[src/rtl/capture_fifo_if.sv]
// capture_fifo_if
//   Handshake and status bundle for capture_fifo.
//   master : producer/sink side (drives in_valid, in_data, out_ready)
//   slave  : FIFO side (drives in_ready, out_valid, out_data and status)
//   Signals:
//     in_valid/in_data/in_ready     write-side valid/ready
//     out_valid/out_data/out_ready  read-side valid/ready (FWFT head)
//     count                         occupancy 0..DEPTH (AW+1 bits)
//     full/empty/almost_full        decoded from the registered count
//     overflow                      sticky, push attempted while full
interface capture_fifo_if #(
    parameter int unsigned DW = 8,
    parameter int unsigned AW = 4
);
    logic          in_valid;
    logic [DW-1:0] in_data;
    logic          in_ready;
    logic          out_valid;
    logic [DW-1:0] out_data;
    logic          out_ready;
    logic [AW:0]   count;
    logic          full;
    logic          empty;
    logic          almost_full;
    logic          overflow;

    modport master (
        output in_valid, in_data, out_ready,
        input  in_ready, out_valid, out_data,
        input  count, full, empty, almost_full, overflow
    );

    modport slave (
        input  in_valid, in_data, out_ready,
        output in_ready, out_valid, out_data,
        output count, full, empty, almost_full, overflow
    );
endinterface

[src/rtl/capture_fifo.sv]
// capture_fifo
//   16-entry first-word-fall-through FIFO that buffers samples from the
//   registered 8-bit datapath and presents them to a valid/ready sink.
//   Ports:
//     clk   rising-edge clock
//     rstn  asynchronous active-low reset (pointers, count, overflow)
//     clr   synchronous active-high flush; dominates push/pop
//     bus   capture_fifo_if.slave: write/read handshakes plus
//           count, full, empty, almost_full and sticky overflow
//   Status flags decode only from the registered count, so there is no
//   combinational path from in_valid to out_valid or out_ready to in_ready.
module capture_fifo #(
    parameter int unsigned DW    = 8,
    parameter int unsigned DEPTH = 16,
    parameter int unsigned AW    = 4,
    parameter int unsigned AFULL = 12
) (
    input  logic                 clk,
    input  logic                 rstn,
    input  logic                 clr,
    capture_fifo_if.slave        bus
);
    localparam int unsigned CW = AW + 1;

    // Storage is not reset; only pointers, count and overflow are.
    logic [DW-1:0] r_mem [DEPTH];
    logic [AW-1:0] r_wr_ptr;
    logic [AW-1:0] r_rd_ptr;
    logic [CW-1:0] r_count;
    logic          r_overflow;

    logic          w_full;
    logic          w_empty;
    logic          w_almost_full;
    logic          w_push;
    logic          w_pop;

    // Flag decode from registered state.
    assign w_full        = (r_count == CW'(DEPTH));
    assign w_empty       = (r_count == '0);
    assign w_almost_full = (r_count >= CW'(AFULL));

    // Handshakes qualify against the registered flags only.
    assign w_push = bus.in_valid  && !w_full;
    assign w_pop  = bus.out_ready && !w_empty;

    assign bus.in_ready    = !w_full;
    assign bus.out_valid   = !w_empty;
    assign bus.out_data    = w_empty ? '0 : r_mem[r_rd_ptr];
    assign bus.count       = r_count;
    assign bus.full        = w_full;
    assign bus.empty       = w_empty;
    assign bus.almost_full = w_almost_full;
    assign bus.overflow    = r_overflow;

    // Data array write. A write during clr is harmless: the pointer is
    // reset, so the entry is unreachable until overwritten by a new push.
    always_ff @(posedge clk) begin
        if (w_push) begin
            r_mem[r_wr_ptr] <= bus.in_data;
        end
    end

    // Pointers, occupancy and sticky overflow.
    always_ff @(posedge clk or negedge rstn) begin
        if (!rstn) begin
            r_wr_ptr   <= '0;
            r_rd_ptr   <= '0;
            r_count    <= '0;
            r_overflow <= 1'b0;
        end else if (clr) begin
            r_wr_ptr   <= '0;
            r_rd_ptr   <= '0;
            r_count    <= '0;
            r_overflow <= 1'b0;
        end else begin
            if (w_push) begin
                r_wr_ptr <= r_wr_ptr + 1'b1;
            end
            if (w_pop) begin
                r_rd_ptr <= r_rd_ptr + 1'b1;
            end
            unique case ({w_push, w_pop})
                2'b10:   r_count <= r_count + 1'b1;
                2'b01:   r_count <= r_count - 1'b1;
                default: r_count <= r_count;
            endcase
            // Any attempted push while full is recorded, even if a pop
            // frees an entry on the same edge.
            if (bus.in_valid && w_full) begin
                r_overflow <= 1'b1;
            end
        end
    end

    // Structural sanity.
    a_count_range : assert property (@(posedge clk) disable iff (!rstn)
        r_count <= CW'(DEPTH));
    a_ptr_consistent : assert property (@(posedge clk) disable iff (!rstn)
        (r_count != CW'(DEPTH) && r_count != '0) |->
        (AW'(r_wr_ptr - r_rd_ptr) == AW'(r_count)));

endmodule

[src/flat_wrapper.sv]
// flat-port wrapper written by rule: the top's interface ports become plain ports
module capture_fifo_flat 
#(
    parameter int unsigned DW    = 8,
    parameter int unsigned DEPTH = 16,
    parameter int unsigned AW    = 4,
    parameter int unsigned AFULL = 12
)
  (clk, rstn, clr, bus_in_valid, bus_in_data, bus_out_ready, bus_in_ready, bus_out_valid, bus_out_data, bus_count, bus_full, bus_empty, bus_almost_full, bus_overflow);
  capture_fifo_if #(.DW(DW), .AW(AW)) bus_i ();
  input  logic clk;
  input  logic rstn;
  input  logic clr;
  input wire logic [$bits(bus_i.in_valid)-1:0] bus_in_valid;
  input wire logic [$bits(bus_i.in_data)-1:0] bus_in_data;
  input wire logic [$bits(bus_i.out_ready)-1:0] bus_out_ready;
  output wire logic [$bits(bus_i.in_ready)-1:0] bus_in_ready;
  output wire logic [$bits(bus_i.out_valid)-1:0] bus_out_valid;
  output wire logic [$bits(bus_i.out_data)-1:0] bus_out_data;
  output wire logic [$bits(bus_i.count)-1:0] bus_count;
  output wire logic [$bits(bus_i.full)-1:0] bus_full;
  output wire logic [$bits(bus_i.empty)-1:0] bus_empty;
  output wire logic [$bits(bus_i.almost_full)-1:0] bus_almost_full;
  output wire logic [$bits(bus_i.overflow)-1:0] bus_overflow;
  assign bus_i.in_valid = bus_in_valid;
  assign bus_i.in_data = bus_in_data;
  assign bus_i.out_ready = bus_out_ready;
  assign bus_in_ready = bus_i.in_ready;
  assign bus_out_valid = bus_i.out_valid;
  assign bus_out_data = bus_i.out_data;
  assign bus_count = bus_i.count;
  assign bus_full = bus_i.full;
  assign bus_empty = bus_i.empty;
  assign bus_almost_full = bus_i.almost_full;
  assign bus_overflow = bus_i.overflow;
  capture_fifo #(.DW(DW), .DEPTH(DEPTH), .AW(AW), .AFULL(AFULL)) u_core (.clk(clk), .rstn(rstn), .clr(clr), .bus(bus_i));
endmodule
[config.mk]
export PLATFORM = sky130hd
export DESIGN_NAME = capture_fifo_flat
export DESIGN_NICKNAME = d
export VERILOG_FILES = /design/src/rtl/capture_fifo_if.sv /design/src/rtl/capture_fifo.sv /design/src/flat_wrapper.sv
export SDC_FILE = /design/constraint.sdc
export NUM_CORES = 1
export LEC_CHECK = 0
export ABC_AREA = 0
export CAP_MARGIN = 10
export CORE_MARGIN = 3
export CORE_UTILIZATION = 59
export CTS_CLUSTER_DIAMETER = 100
export CTS_CLUSTER_SIZE = 40
export DETAILED_ROUTE_END_ITERATION = 7
export PLACE_DENSITY_LB_ADDON = 0.25
export SLEW_MARGIN = 20
export SYNTH_ARGS = -nofsm -noshare
export SYNTH_HDL_FRONTEND = slang
export SYNTH_SLANG_ARGS = --single-unit
[constraint.sdc]
create_clock -name clk -period 3.15 [get_ports clk]
set_input_delay 0.315 -clock clk [delete_from_list [all_inputs] [get_ports clk]]
set_output_delay 0.315 -clock clk [all_outputs]
set_load 0.05 [all_outputs]
==> results.tsv <==
metric	value	unit
Syn. warnings	0	
worst skew pair latency	0.52	ns
worst slew pin tran	0.730	ns
die area	0.0112	sq mm
Distinct cells, synth	34	
Nets	391	
Setup WS post-layout	0.139	ns
Initial Utilization	61.9	%
Remaining DRCs	0	
clk sinks	142	
HP Class	in2async	
Synth Area per Inst	18.5	sq um
Post-CTS Setup Inserts	0	
row count	35	
most frequent cell after synthesis	edfxtp_1	
unrepaired setup endpoints after global routing	no	
DR vias/cell	5.90	
combinational group share of total power	28.5	%
vias in the first global route	3036	
Num CTS Buffers	17	
Yosys top cell area share	65.6	%
vias	3029	
Min Clock Period, post-route	3.01	ns
kind of cell adding the most delay to the critical path	buffers and inverters	
initial antenna violation count	0	
root buffer cell	clkbuf_8	
PwrDens	843	mW/mm^2
total track usage	21.9	%
setup TNS	0	ns
period utilisation layout	95.6	%
Die Ht	106	um
share of post-route cells with drive strength above 1	26.6	%
VDD IR max	0.568	mV
Port-buffer cells	31	
Net Sw Power	1.94	mW
number of flops mapped to enable cells by yosys	128	
CP peak stage delay	0.81	ns
Avg WL per Cell	22.1	um
synthesized net count	336	
Startpoint Class	register	
Slew Viols, Final	0	
Post-DP HPWL	6.94	mm
crit path cell chain	nor4_4 > nand2b_1 > inv_1 > clkdlybuf4s50_1	
Final GP Congestion	0.805	
Synth Flop Type	edfxtp_1	
register area share after synthesis	71.6	%
register bit total from synthesis	142	
H-tree depth	4	
Gate Count Post-Synth	316	
drt pass-1 iters	4	
Commonest cells post-synth	edfxtp_1 (128), mux4_2 (32), nor2_1 (24)	
Inst Count DP	481	
most area-hungry cell type in the Yosys netlist	edfxtp_1	
Detail Route Antenna Nets	0	
Data required, critical path	2.83	ns
Core Box Area	0.00946	sq mm
worst rel slew slack	51.3	%
Setup Crit Path Kind	reg2out	
Mapped Area	0.00586	sq mm
Setup Skew	0.00629	ns
worst slack, placed	0.360	ns
CP Capture Type	output port	
max_cap viols	0	
largest net degree at the start of global routing	26	
post-cts hold buffer count	0	
Ant. Diodes	0	
Die X-Extent	106	um
Seq pwr share	38.0	%
Hold Vio Cnt, Final	0	
P&R area growth vs syn	19.2	%
Routed WL	11.3	mm
fmax	332	MHz
cell internal pwr	3.95	mW
Resized cells post-CTS	0	
WP buf/inv	2	
critical-path maximum fanout	8	
Fillers	576	
Leak	2.35	nW
share of synthesized registers carrying an async set or reset	9.86	%
clock-pin slew on the worst setup and hold paths	0.06	ns
setup violators final	0	
clock power share	33.5	%
CP max-delay cell	clkdlybuf4s50_1	
initial detailed-routing violation count	280	
Max Root-Sink Buffers	2	
Arrival @ worst endpoint	2.70	ns
status	finished, final reports clean	
Post-Layout Cell Count	513	
I/O pins	32	
Switching Share	32.9	%
first-pass GRT wire length	17.5	mm
CTS tree	built	
GR Overflow Total	0	
Synth area leaders	edfxtp_1 (66%), mux4_2 (12%), dfrtp_1 (6.0%), mux2i_1 (3.4%), nor2_1 (1.5%)	
## stage by stage
stage	total power, mW	utilization [%]	cell area (sq um)	hold WS, ns
6_report	5.88	73.8	6980	0.192
5_1_grt	6.11	73.8	6980	0.233
3_5_place_dp	3.96	67.6	6390	0.492
4_1_cts	5.93	73.8	6980	0.200
3_3_place_gp	3.93	67.6	6390	0.484
2_1_floorplan	3.50	-	5860	0.0194
## kinds of logic after synthesis
family	share of synthesized area [%]
flops	71.6
simple gates	4.76
mux	15.7
buf+inv	2.03
compound gates	3.03
xor+xnor	1.35
fa+ha+maj	1.50
## area by class of cell
class	count	area, sq um	area share (%)
Clock buffer	18	418	5.99
Clock inverter	14	173	2.47
Inverter	7	26.3	0.376
Multi-Input combinational cell	149	1540	22.1
Sequential cell	142	4200	60.1
Tap cell	129	161	2.31
Timing Repair Buffer	54	463	6.63
## layout by cell type, fill, tap and decap left out, types with 2 or more instances in the layout
cell and instances:
buf_4 31, or3_1 3, clkinvlp_4 2, clkdlybuf4s50_1 23, inv_6 5, xnor2_1 3
edfxtp_1 128, xor2_1 6, mux2i_1 20, nor2_1 24, nand2b_1 5, clkbuf_16 16
o21ai_0 3, dfrtp_1 13, o22ai_1 8, mux4_2 32, inv_8 4, nor3_1 4
a21oi_1 7, ha_1 7, nand3_1 3, nand2_1 13, inv_1 6, bufinv_16 2
## registers in the layout, indices dropped and copies added, names as in the netlist
register and flops:
u_core.bus.count 5, u_core.r_rd_ptr 4, u_core.r_wr_ptr 4, u_core.r_mem 128, u_core.bus.overflow 1
## worst reg2reg max path: cells and delay by family (launching register included)
family,cells,cell delay [ns]
AO/OA/AOI/OAI,2,0.28
XOR/XNOR,1,0.10
adder cells (fa/ha/maj),1,0.22
flip-flops,1,0.48
multiplexers,2,0.44
AND/OR/NAND/NOR,3,1.10
## power by group through the flow
stage	logic, mW	registers (mW)	clock network (mW)
floorplan	1.20	2.30	0
global placement	1.66	2.27	0
detailed placement	1.68	2.28	0
CTS	1.70	2.24	2.00
global route	1.78	2.25	2.09
finish	1.68	2.24	1.97
## worst paths after layout
check / start / endpoint / slack [ns] / depth (start not counted)
worst max-delay path: u_core.bus.count[0]$_DFFE_PN0P_ / bus_empty / 0.14 / 4
min in group clk: u_core.bus.overflow$_DFFE_PN0P_ / u_core.bus.overflow$_DFFE_PN0P_ / 0.50 / 2
worst min-delay path: rstn / u_core.r_wr_ptr[3]$_DFFE_PN0P_ / 0.19 / 1
worst max register to register: u_core.bus.count[0]$_DFFE_PN0P_ / u_core.bus.count[4]$_DFFE_PN0P_ / 0.46 / 9
worst min register to register: u_core.bus.overflow$_DFFE_PN0P_ / u_core.bus.overflow$_DFFE_PN0P_ / 0.50 / 2
max in group asynchronous: rstn / u_core.r_rd_ptr[0]$_DFFE_PN0P_ / 2.50 / 1
## per-layer routing
metal	track usage, %	up-vias	routed length (um)
met5	0	-	0
met4	7.22	0	175
met3	6.00	18	596
met2	32.8	97	5630
met1	31.7	1554	4910
li1	-	1360	-
No activity file was read; power rests on OpenSTA's default activity.
